--- config.mk ---
export PLATFORM = sky130hd
export DESIGN_NAME = whack_guard_flat
export DESIGN_NICKNAME = d
export VERILOG_FILES = /design/src/rtl/whack_guard_if.sv /design/src/rtl/whack_guard.sv /design/src/flat_wrapper.sv
export SDC_FILE = /design/constraint.sdc
export NUM_CORES = 1
export LEC_CHECK = 0
export BUFFER_PORTS_ARGS = -buffer_cell sky130_fd_sc_hd__buf_2
export CAP_MARGIN = 15
export CORE_MARGIN = 2
export CORE_UTILIZATION = 50
export DETAILED_ROUTE_END_ITERATION = 12
export HOLD_SLACK_MARGIN = 0.03
export PLACE_DENSITY = 0.73
export SLEW_MARGIN = 20
export SYNTH_ARGS = -nofsm -noshare
export SYNTH_HDL_FRONTEND = slang
export SYNTH_SLANG_ARGS = --single-unit
--- constraint.sdc ---
create_clock -name clk -period 2.5 [get_ports clk]
set_input_delay 0.375 -clock clk [delete_from_list [all_inputs] [get_ports clk]]
set_output_delay 0.375 -clock clk [all_outputs]
set_load 0.01 [all_outputs]
--- src/rtl/whack_guard_if.sv ---
`default_nettype none
// ============================================================================
// whack_guard_if : button/mole inputs and qualified hit/cheat outputs
// Revision 1.0
// ============================================================================
interface whack_guard_if #(
    parameter int LANES = 4
);
    logic [LANES-1:0] btn;
    logic [LANES-1:0] mole;
    logic             hit;
    logic             cheat;
    logic             cheat_nomole;
    logic             cheat_multi;
    logic             armed;

    modport master (
        output btn, mole,
        input  hit, cheat, cheat_nomole, cheat_multi, armed
    );

    modport slave (
        input  btn, mole,
        output hit, cheat, cheat_nomole, cheat_multi, armed
    );
endinterface
`default_nettype wire

--- src/rtl/whack_guard.sv ---
`default_nettype none
// ============================================================================
// whack_guard : qualifies button presses into one hit per mole window, flags cheats
// Revision 1.0
// ============================================================================
module whack_guard #(
    parameter int LANES = 4
) (
    input  wire logic    clk,
    input  wire logic    rst_n,
    whack_guard_if.slave bus
);
    localparam int CNT_W = $clog2(LANES + 1);

    typedef enum logic [0:0] {
        ST_IDLE  = 1'b0,
        ST_ARMED = 1'b1
    } state_t;

    state_t           state_q, state_d;
    logic [LANES-1:0] btn_meta_q, btn_s_q;
    logic [LANES-1:0] mole_p_q, mole_d_q, prev_mole_q;
    logic             hit_q, cheat_q, nomole_q, multi_q;

    logic [LANES-1:0] act_c;
    logic [CNT_W-1:0] act_cnt_c;
    logic             nomole_c, multi_c, match_c, cheat_c, new_mole_c, hit_d;

    // Mole is delayed two cycles so it lines up with the synchronized buttons
    always_ff @(posedge clk or negedge rst_n) begin
        if (!rst_n) begin
            btn_meta_q  <= '0;
            btn_s_q     <= '0;
            mole_p_q    <= '0;
            mole_d_q    <= '0;
            prev_mole_q <= '0;
        end else begin
            btn_meta_q  <= bus.btn;
            btn_s_q     <= btn_meta_q;
            mole_p_q    <= bus.mole;
            mole_d_q    <= mole_p_q;
            prev_mole_q <= mole_d_q;
        end
    end

    always_comb begin
        act_c     = btn_s_q | mole_d_q;
        act_cnt_c = '0;
        for (int i = 0; i < LANES; i++) begin
            act_cnt_c = act_cnt_c + CNT_W'(act_c[i]);
        end
    end

    assign nomole_c   = (|btn_s_q) & ~(|mole_d_q);
    assign multi_c    = (act_cnt_c >= CNT_W'(2));
    assign match_c    = |(btn_s_q & mole_d_q);
    assign cheat_c    = nomole_c | multi_c;
    // A jump straight to another lane opens a fresh window too
    assign new_mole_c = (|mole_d_q) & (mole_d_q != prev_mole_q);
    assign hit_d      = match_c & (state_q == ST_ARMED) & ~cheat_c & ~new_mole_c;

    always_comb begin
        state_d = state_q;
        if (new_mole_c) begin
            state_d = ST_ARMED;
        end else if (hit_d) begin
            state_d = ST_IDLE;
        end else if (mole_d_q == '0) begin
            state_d = ST_IDLE;
        end
    end

    always_ff @(posedge clk or negedge rst_n) begin
        if (!rst_n) begin
            state_q  <= ST_IDLE;
            hit_q    <= 1'b0;
            cheat_q  <= 1'b0;
            nomole_q <= 1'b0;
            multi_q  <= 1'b0;
        end else begin
            state_q  <= state_d;
            hit_q    <= hit_d;
            cheat_q  <= cheat_c;
            nomole_q <= nomole_c;
            multi_q  <= multi_c;
        end
    end

    assign bus.hit          = hit_q;
    assign bus.cheat        = cheat_q;
    assign bus.cheat_nomole = nomole_q;
    assign bus.cheat_multi  = multi_q;
    assign bus.armed        = (state_q == ST_ARMED);
endmodule
`default_nettype wire

--- src/flat_wrapper.sv ---
// flat-port wrapper written by rule: the top's interface ports become plain ports
module whack_guard_flat 
#(
    parameter int LANES = 4
)
  (clk, rst_n, bus_btn, bus_mole, bus_hit, bus_cheat, bus_cheat_nomole, bus_cheat_multi, bus_armed);
  whack_guard_if #(.LANES(LANES)) bus_i ();
  input  wire logic clk;
  input  wire logic rst_n;
  input wire logic [$bits(bus_i.btn)-1:0] bus_btn;
  input wire logic [$bits(bus_i.mole)-1:0] bus_mole;
  output wire logic [$bits(bus_i.hit)-1:0] bus_hit;
  output wire logic [$bits(bus_i.cheat)-1:0] bus_cheat;
  output wire logic [$bits(bus_i.cheat_nomole)-1:0] bus_cheat_nomole;
  output wire logic [$bits(bus_i.cheat_multi)-1:0] bus_cheat_multi;
  output wire logic [$bits(bus_i.armed)-1:0] bus_armed;
  assign bus_i.btn = bus_btn;
  assign bus_i.mole = bus_mole;
  assign bus_hit = bus_i.hit;
  assign bus_cheat = bus_i.cheat;
  assign bus_cheat_nomole = bus_i.cheat_nomole;
  assign bus_cheat_multi = bus_i.cheat_multi;
  assign bus_armed = bus_i.armed;
  whack_guard #(.LANES(LANES)) u_core (.clk(clk), .rst_n(rst_n), .bus(bus_i));
endmodule
== Word level (Yosys, flattened, before mapping) ==
Index checks and enable logic that the tools add are counted.

* Bits in read-only memories: 0
* RAM bits: 0
* Memories kept: 0
* Bits in latches: 0
* Register bits: 25
* Logic and storage cells: 34
* Output and inout bits: 5

* Eq/ne operators: 1
* Add/subtract/negate cells: 3
* $lt $le $gt $ge: 1
* Shifts and indexed selects: 0
* Multiplexer cells: 3
* Reductions and logical operators: 5
* Div/mod/pow operators: 0
* Bitwise gates (word level): 11
* Multiply operators: 0

{| class="wikitable"
|+ Operators with widths
! kind !! number
|-
| OR reduction 4 bit || 3
|-
| adder 3 x 1 -> 3 bit || 2
|-
| bitwise AND 1 bit || 5
|-
| bitwise AND 4 bit || 1
|-
| zero test 4 bit || 1
|-
| != test 4 bit || 1
|-
| OR 4 bit || 1
|-
| greater-or-equal comparator 3 x 2 -> 1 bit, second input constant || 1
|-
| two-way mux 1 bit || 3
|-
| NOT 1 bit || 3
|-
| nonzero test 3 bit || 1
|-
| adder 1 x 1 -> 2 bit || 1
|-
| OR 1 bit || 1
|}

== Logic depth before layout (Yosys ltp) ==
Gate-level depths: netlist of run 1.

* Depth in word-level cells: 11
* Mapped depth: 7

== Worst setup path before layout of run 1 ==
Ideal clock, no wire load.

* Path type: register to register
* Start: register u_core.mole_d_q[0]
* End: register u_core.state_q (netlist: u_core.bus.armed)
* Stages on the path, launching flop included: 8
* Data arrival time: 2.089 ns
* Slack: 0.291 ns
* Path buffers: 0
* Clock period less this slack: 2.209 ns
* Required time: 2.380 ns
* Setup time: 0.120 ns
* Cell sequence: dfrtp_1 or2_2 ha_1 ha_1 o21ai_0 nand2_1 or4b_1 a31o_1

* Word-level cells in the longest chain between the ends: 11
* Elaborated cells on any way between the ends: 22
* Those cells by class: 3 x add/sub; 1 x order compare; 1 x eq/ne; 2 x mux; 11 x bitwise; 4 x reduce/logical

{| class="wikitable"
|+ Ends and longest elaborated chain
! item !! line !! source
|-
| start, declared || whack_guard.sv:22 || <nowiki>logic [LANES-1:0] mole_p_q, mole_d_q, prev_mole_q;</nowiki>
|-
| start signal, assigned || whack_guard.sv:41 || <nowiki>mole_d_q <= mole_p_q;</nowiki>
|-
| OR 4 bit (*) || whack_guard.sv:47 || <nowiki>act_c = btn_s_q | mole_d_q;</nowiki>
|-
| adder 1 x 1 -> 2 bit (*) || whack_guard.sv:50 || <nowiki>act_cnt_c = act_cnt_c + CNT_W'(act_c[i]);</nowiki>
|-
| adder 3 x 1 -> 3 bit (*) (2 in a row) || whack_guard.sv:50 ||
|-
| greater-or-equal comparator 3 x 2 -> 1 bit (*) || whack_guard.sv:55 || <nowiki>assign multi_c = (act_cnt_c >= CNT_W'(2));</nowiki>
|-
| named net u_core.multi_c || whack_guard.sv:27 || <nowiki>logic nomole_c, multi_c, match_c, cheat_c, new_mole_c, hit_d;</nowiki>
|-
| OR 1 bit (*) || whack_guard.sv:57 || <nowiki>assign cheat_c = nomole_c | multi_c;</nowiki>
|-
| NOT 1 bit (*) || whack_guard.sv:60 || <nowiki>assign hit_d = match_c & (state_q == ST_ARMED) & ~cheat_c & ~new_mole_c;</nowiki>
|-
| bitwise AND 1 bit (*) (2 in a row) || whack_guard.sv:60 ||
|-
| two-way mux 1 bit || whack_guard.sv:66 || <nowiki>end else if (hit_d) begin</nowiki>
|-
| two-way mux 1 bit || whack_guard.sv:64 || <nowiki>if (new_mole_c) begin</nowiki>
|-
| end signal, assigned || whack_guard.sv:81 || <nowiki>state_q <= state_d;</nowiki>
|-
| end, declared || whack_guard.sv:20 || <nowiki>state_t state_q, state_d;</nowiki>
|}

The timed path passes the listed nets; every way through them passes the cells marked *.
A chain may end at the register's enable or synchronous reset.

== Final worst setup path of run 1 ==
Ends and elaborated chain as after synthesis.

==> flow_metrics.env, run 1 <==
export IMPL_tns_ps=0
export IMPL_post_drt_wl_per_cell_um=11.4
export IMPL_final_min_clock_period_ps=2340
export IMPL_slew_headroom_pct=65.7
export IMPL_cts_made_buffers=3
export IMPL_drt_antenna_violating_nets=0
export IMPL_hold_viol=0
export IMPL_synthesis_nets=59
export IMPL_p_comb_share_pct=6.4
export IMPL_critPathMaxFanout=5
export IMPL_cap_violations=0
export IMPL_drtIter0Drc=1
export IMPL_worstPathCellList="or2_2 -> ha_1 -> ha_1 -> o21ai_0 -> nand2_1 -> or4b_1 -> a31o_1"
export IMPL_worstRegToRegCells=7
export IMPL_io_pins=15
export IMPL_pwr_share_clk_pct=25.5
export IMPL_antennaDiodeCount=0
export IMPL_async_flop_share_pct=100
export IMPL_clock_sinks=25
export IMPL_cts_tree="yes"
export IMPL_netlist_top_cells_count="25 x dfrtp_1, 4 x or2_2, 4 x xor2_1"
export IMPL_seq_area_sq_um=626
export IMPL_post_cts_setup_buffers=0
export IMPL_root_buffer="clkbuf_4"
export IMPL_areaGrowthSynthToFinish_pct=14.6
export IMPL_first_pass_iters=2
export IMPL_p_int_mw=0.507
export IMPL_cts_resized_gates=0
export IMPL_pre_cts_ws_ps=167
export IMPL_num_nets_final=78
export IMPL_criticalPathCategory="flip-flop to flip-flop"
export IMPL_cpMostUsedCell="ha_1"
export IMPL_die_h_um=44.0
export IMPL_drive_gt1_share_pct=33.8
export IMPL_cellPowerDensity_nw_per_um2=700
export IMPL_dominantRegCellSynth="dfrtp_1"
export IMPL_synth_edf_count=0
export IMPL_synth_top_area_share_pct=78.4
export IMPL_slowest_stage="or4b_1"
export IMPL_reg2reg_to="u_core.bus.armed$_DFFE_PN0P_"
export IMPL_wirelength_um=923
export IMPL_end_kind="flip-flop"
export IMPL_clkTransAtPathRegs_ps=120
export IMPL_place_gp_congestion=0.736
export IMPL_dieWidth_um=44.0
export IMPL_postSynthAreaPerCell_sq_um=17.0
export IMPL_grt_pass1_vias=396
export IMPL_antenna_found_initial=0
export IMPL_synthTopCellsByArea="dfrtp_1 78%, xor2_1 4.4%, ha_1 3.1%"
export IMPL_fmax_mhz=427
export IMPL_synthCells=47
export IMPL_hp_class="input pin to asynchronous set/reset pin"
export IMPL_grt_first_pass_wirelength_um=1520
export IMPL_vdd_drop_max_uv=475
export IMPL_hold_buffers=0
export IMPL_reg2reg_slack_ps=160
export IMPL_drv_slew=0
export IMPL_row_count=14
export IMPL_swShare_pct=20.8
export IMPL_outcome="complete, no violations"
export IMPL_synth_seq_area_share_pct=78.4
export IMPL_route_detailed_drc=0
export IMPL_pwr_share_seq_pct=68.1
export IMPL_critPathLaunchType="flip-flop"
export IMPL_start_util_pct=53.0
export IMPL_htree_num_levels=1
export IMPL_die_area_sq_um=1930
export IMPL_period_share_pct=93.8
export IMPL_fin_skew_ps=8.58
export IMPL_required_ps=2690
export IMPL_clock_path_buffers=2
export IMPL_worst_slew_pin_slew_ps=514
export IMPL_grt_usage_pct=11.0
export IMPL_rr_startpoint="u_core.mole_d_q[0]$_DFF_PN0_"
export IMPL_grt_max_degree=26
export IMPL_dp_hpwl_um=671
export IMPL_multiInputGateArea_sq_um=173
export IMPL_fillCellCount=112
export IMPL_via_per_inst=5.00
export IMPL_rsz0062_at_grt="false"
export IMPL_critical_path_max_stage_delay_ps=540
export IMPL_synth_seq_cells=25
export IMPL_yosys_area_top_type="dfrtp_1"
export IMPL_synth_cell_types=14
export IMPL_crit_start="u_core.mole_d_q[0]$_DFF_PN0_"
export IMPL_core_sq_um=1510
export IMPL_arrival_ps=2540
export IMPL_clk_latency_ps=300
export IMPL_setup_violations=0
export IMPL_p_switching_mw=0.133
export IMPL_grt_ovfl_total=0
export IMPL_ys_warn_count=0
export IMPL_layout_setup_ws_ps=156
export IMPL_synth_area_sq_um=798
export IMPL_io_buffers=14
export IMPL_vias=405
export IMPL_leakagePower_nw=0.422
export IMPL_synth_most_common_cell="dfrtp_1"
## layer usage
layer	vias to the layer above	part of all wire (%)	track usage, %
li1	196	-	-
met1	192	42	12.5
met2	15	51	19.4
met3	2	6.4	2.50
met4	0	0.65	5.45
met5	-	0	0
## cells in the final DEF (no fill, tap or decap), types with 2 or more instances in the layout
| cell type | instances |
|---|---|
| xor2_1 | 4 |
| clkbuf_4 | 3 |
| nor2_1 | 3 |
| or2_2 | 4 |
| buf_2 | 14 |
| dfrtp_1 | 25 |
| ha_1 | 2 |
## logic make-up after synthesis
group | share of synthesized area [%]
compound gates | 5.33
xor+xnor | 4.39
fa+ha+maj | 3.13
flops | 78.4
simple gates | 8.78
## flip-flops by register name (all words and copies together) (netlist names)
signal and flops:
u_core.mole_p_q 4, u_core.bus.cheat_nomole 1, u_core.bus.armed 1, u_core.btn_meta_q 4, u_core.btn_s_q 4, u_core.bus.cheat_multi 1, u_core.mole_d_q 4, u_core.bus.cheat 1
u_core.prev_mole_q 4, u_core.bus.hit 1
## worst max path at each step
stage,endpoint,slack (ps),cells past startpoint
2_1_floorplan,u_core.bus.armed$_DFFE_PN0P_,290,7
3_3_place_gp,u_core.bus.armed$_DFFE_PN0P_,210,7
3_5_place_dp,u_core.bus.armed$_DFFE_PN0P_,170,7
4_1_cts,u_core.bus.armed$_DFFE_PN0P_,140,7
5_1_grt,u_core.bus.armed$_DFFE_PN0P_,80,7
6_report,u_core.bus.armed$_DFFE_PN0P_,160,7
## final cells by class
class | count | share of cell area (%)
sequential | 25 | 68.4
tap | 16 | 2.19
multi-input combinational | 22 | 18.9
timing repair buffer | 14 | 7.66
clock buffer | 4 | 2.87
## power groups by stage
stage	clock [mW]	combinational [mW]	sequential, mW
after CTS	0.170	0.0423	0.436
after floorplan	0	0.0188	0.444
after detailed placement	0	0.0422	0.444
after global routing	0.186	0.0475	0.438
final	0.163	0.0413	0.436
after global placement	0	0.0413	0.443
## worst max-delay path, delay by kind of cell, from the launching register on
family                     cells  cell delay, ps
adders and majority gates      2             560
and+or+nand+nor                3             930
DFF                            1             440
AOI/OAI and AO/OA              2             310
## per-stage QoR
stage / area, sq um / util (%) / power (mW) / std cells / hold slack (ps)
after floorplan: 798 / - / 0.463 / 47 / 79.4
after global placement: 888 / 59.0 / 0.485 / 77 / 331
after detailed placement: 888 / 59.0 / 0.487 / 77 / 335
after CTS: 915 / 60.7 / 0.648 / 81 / 39.9
after global routing: 915 / 60.7 / 0.672 / 81 / 58.7
final: 915 / 60.7 / 0.640 / 81 / 26.2
(Power assumes the default switching activity.)
==> run 2, diff against run 1 <==
--- a/config.mk
+++ b/config.mk
@@ -10,6 +10,7 @@
 export CORE_MARGIN = 2
 export CORE_UTILIZATION = 50
 export DETAILED_ROUTE_END_ITERATION = 12
+export GPL_TIMING_DRIVEN = 0
 export HOLD_SLACK_MARGIN = 0.03
 export PLACE_DENSITY = 0.73
 export SLEW_MARGIN = 20
==> run 2 against run 1 <==
  * Register-to-register slack about the same
  * Sequential cell count unchanged
  * Non-clock buffer count unchanged
  * Via count up 2.2%
  * Cell count unchanged
  * Worst hold slack worse by 1.9 ps
==> flow_metrics.env, run 2 (synthesis results as in run 1) <==
export IMPL_outcome="complete, no violations"
export IMPL_place_area_sq_um=888
export IMPL_layout_common_cells="25 x dfrtp_1, 14 x buf_2, 4 x or2_2, 4 x xor2_1"
export IMPL_core_sq_um=1510
export IMPL_vias=414
export IMPL_worst_slew_pin_slew_ps=507
export IMPL_die_area_sq_um=1930
export IMPL_hp_class="input pin to asynchronous set/reset pin"
export IMPL_hold_viol=0
export IMPL_period_share_pct=93.4
export IMPL_fillCellCount=118
export IMPL_cellPowerDensity_nw_per_um2=703
export IMPL_setup_violations=0
export IMPL_die_h_um=44.0
export IMPL_crit_start="u_core.mole_d_q[0]$_DFF_PN0_"
export IMPL_leakagePower_nw=0.422
export IMPL_clkTransAtPathRegs_ps=120
export IMPL_start_util_pct=53.0
export IMPL_dieWidth_um=44.0
export IMPL_worstPathCellList="or2_2 -> ha_1 -> ha_1 -> o21ai_0 -> nand2_1 -> or4b_1 -> a31o_1"
export IMPL_crit_buf_inv=0
export IMPL_place_gp_congestion=0.724
export IMPL_cap_violations=0
export IMPL_areaGrowthSynthToFinish_pct=14.6
export IMPL_arrival_ps=2540
export IMPL_grt_first_pass_wirelength_um=1610
export IMPL_drt_antenna_violating_nets=0
export IMPL_cts_tree="yes"
export IMPL_rr_startpoint="u_core.mole_d_q[0]$_DFF_PN0_"
export IMPL_drv_slew=0
export IMPL_post_cts_setup_buffers=0
export IMPL_antenna_found_initial=0
export IMPL_critPathLaunchType="flip-flop"
export IMPL_antennaDiodeCount=0
export IMPL_grt_pass1_vias=429
export IMPL_placed_cells=77
export IMPL_cp_num_cells=7
export IMPL_instances_no_fill=81
export IMPL_root_buffer="clkbuf_4"
export IMPL_final_min_clock_period_ps=2340
export IMPL_multiInputGateArea_sq_um=173
export IMPL_clock_sinks=25
export IMPL_grt_max_degree=26
export IMPL_wirelength_um=918
export IMPL_htree_num_levels=1
export IMPL_grt_ovfl_total=0
export IMPL_num_nets_final=78
export IMPL_critPathMaxFanout=5
export IMPL_criticalPathCategory="flip-flop to flip-flop"
export IMPL_first_pass_iters=2
export IMPL_cts_made_buffers=3
export IMPL_route_detailed_drc=0
export IMPL_io_buffers=14
export IMPL_clock_path_buffers=2
export IMPL_required_ps=2700
export IMPL_cts_resized_gates=0
export IMPL_via_per_inst=5.11
export IMPL_tns_ps=0
export IMPL_final_common_cell="dfrtp_1"
export IMPL_rsz0062_at_grt="false"
export IMPL_post_drt_wl_per_cell_um=11.3
export IMPL_seq_area_sq_um=626
export IMPL_io_pins=15
export IMPL_grt_usage_pct=11.6
export IMPL_end_kind="flip-flop"
export IMPL_worstRegToRegCells=7
export IMPL_cpMostUsedCell="ha_1"
export IMPL_slowest_stage="or4b_1"
export IMPL_fmax_mhz=428
export IMPL_fin_skew_ps=3.13
export IMPL_dp_hpwl_um=679
export IMPL_row_count=14
export IMPL_slew_headroom_pct=66.2
export IMPL_critical_path_top_delay_family="simple AND/OR/NAND/NOR gates"
export IMPL_vdd_drop_max_uv=447
export IMPL_critical_path_max_stage_delay_ps=540
export IMPL_fin_area_sq_um=915
export IMPL_clk_latency_ps=300
export IMPL_drtIter0Drc=1
export IMPL_hold_buffers=0
export IMPL_drive_gt1_share_pct=33.8
-- run 2: worst paths after layout --
kind / to / slack (ps)
setup / recovery: u_core.bus.armed$_DFFE_PN0P_ / 160
hold / removal: u_core.bus.hit$_DFF_PN0_ / 20
setup reg to reg: u_core.bus.armed$_DFFE_PN0P_ / 160
hold reg to reg: u_core.mole_d_q[3]$_DFF_PN0_ / 360
max in group asynchronous: u_core.btn_s_q[2]$_DFF_PN0_ / 2140
min in group clk: u_core.mole_p_q[3]$_DFF_PN0_ / 170
-- run 2: cell type report --
cell class	instances	share of cell area, %
Sequential cell	25	68.4
Tap cell	16	2.19
Timing Repair Buffer	14	7.66
Multi-Input combinational cell	22	18.9
Clock buffer	4	2.87
-- run 2: through the flow --
stage / hold WS (ps) / setup WS, ps / util (%) / total power [mW]
2_1_floorplan: 79.4 / 291 / - / 0.463
3_3_place_gp: 331 / 209 / 59.0 / 0.484
3_5_place_dp: 335 / 177 / 59.0 / 0.487
4_1_cts: 31.5 / 157 / 60.7 / 0.653
5_1_grt: 43.5 / 75.0 / 60.7 / 0.678
6_report: 24.3 / 165 / 60.7 / 0.643
-- run 2: per-layer routing --
layer	vias to the layer above	GRT usage (%)	wire, um
li1	195	-	-
met1	204	12.0	378
met2	15	21.8	481
met3	0	2.50	58
met4	0	5.45	0
met5	-	0	0
-- run 2: power breakdown --
group | internal (mW) | switching (mW)
Clock | 0.0621 | 0.103
Combinational | 0.0200 | 0.0211
Sequential | 0.425 | 0.0113
Total | 0.507 | 0.136
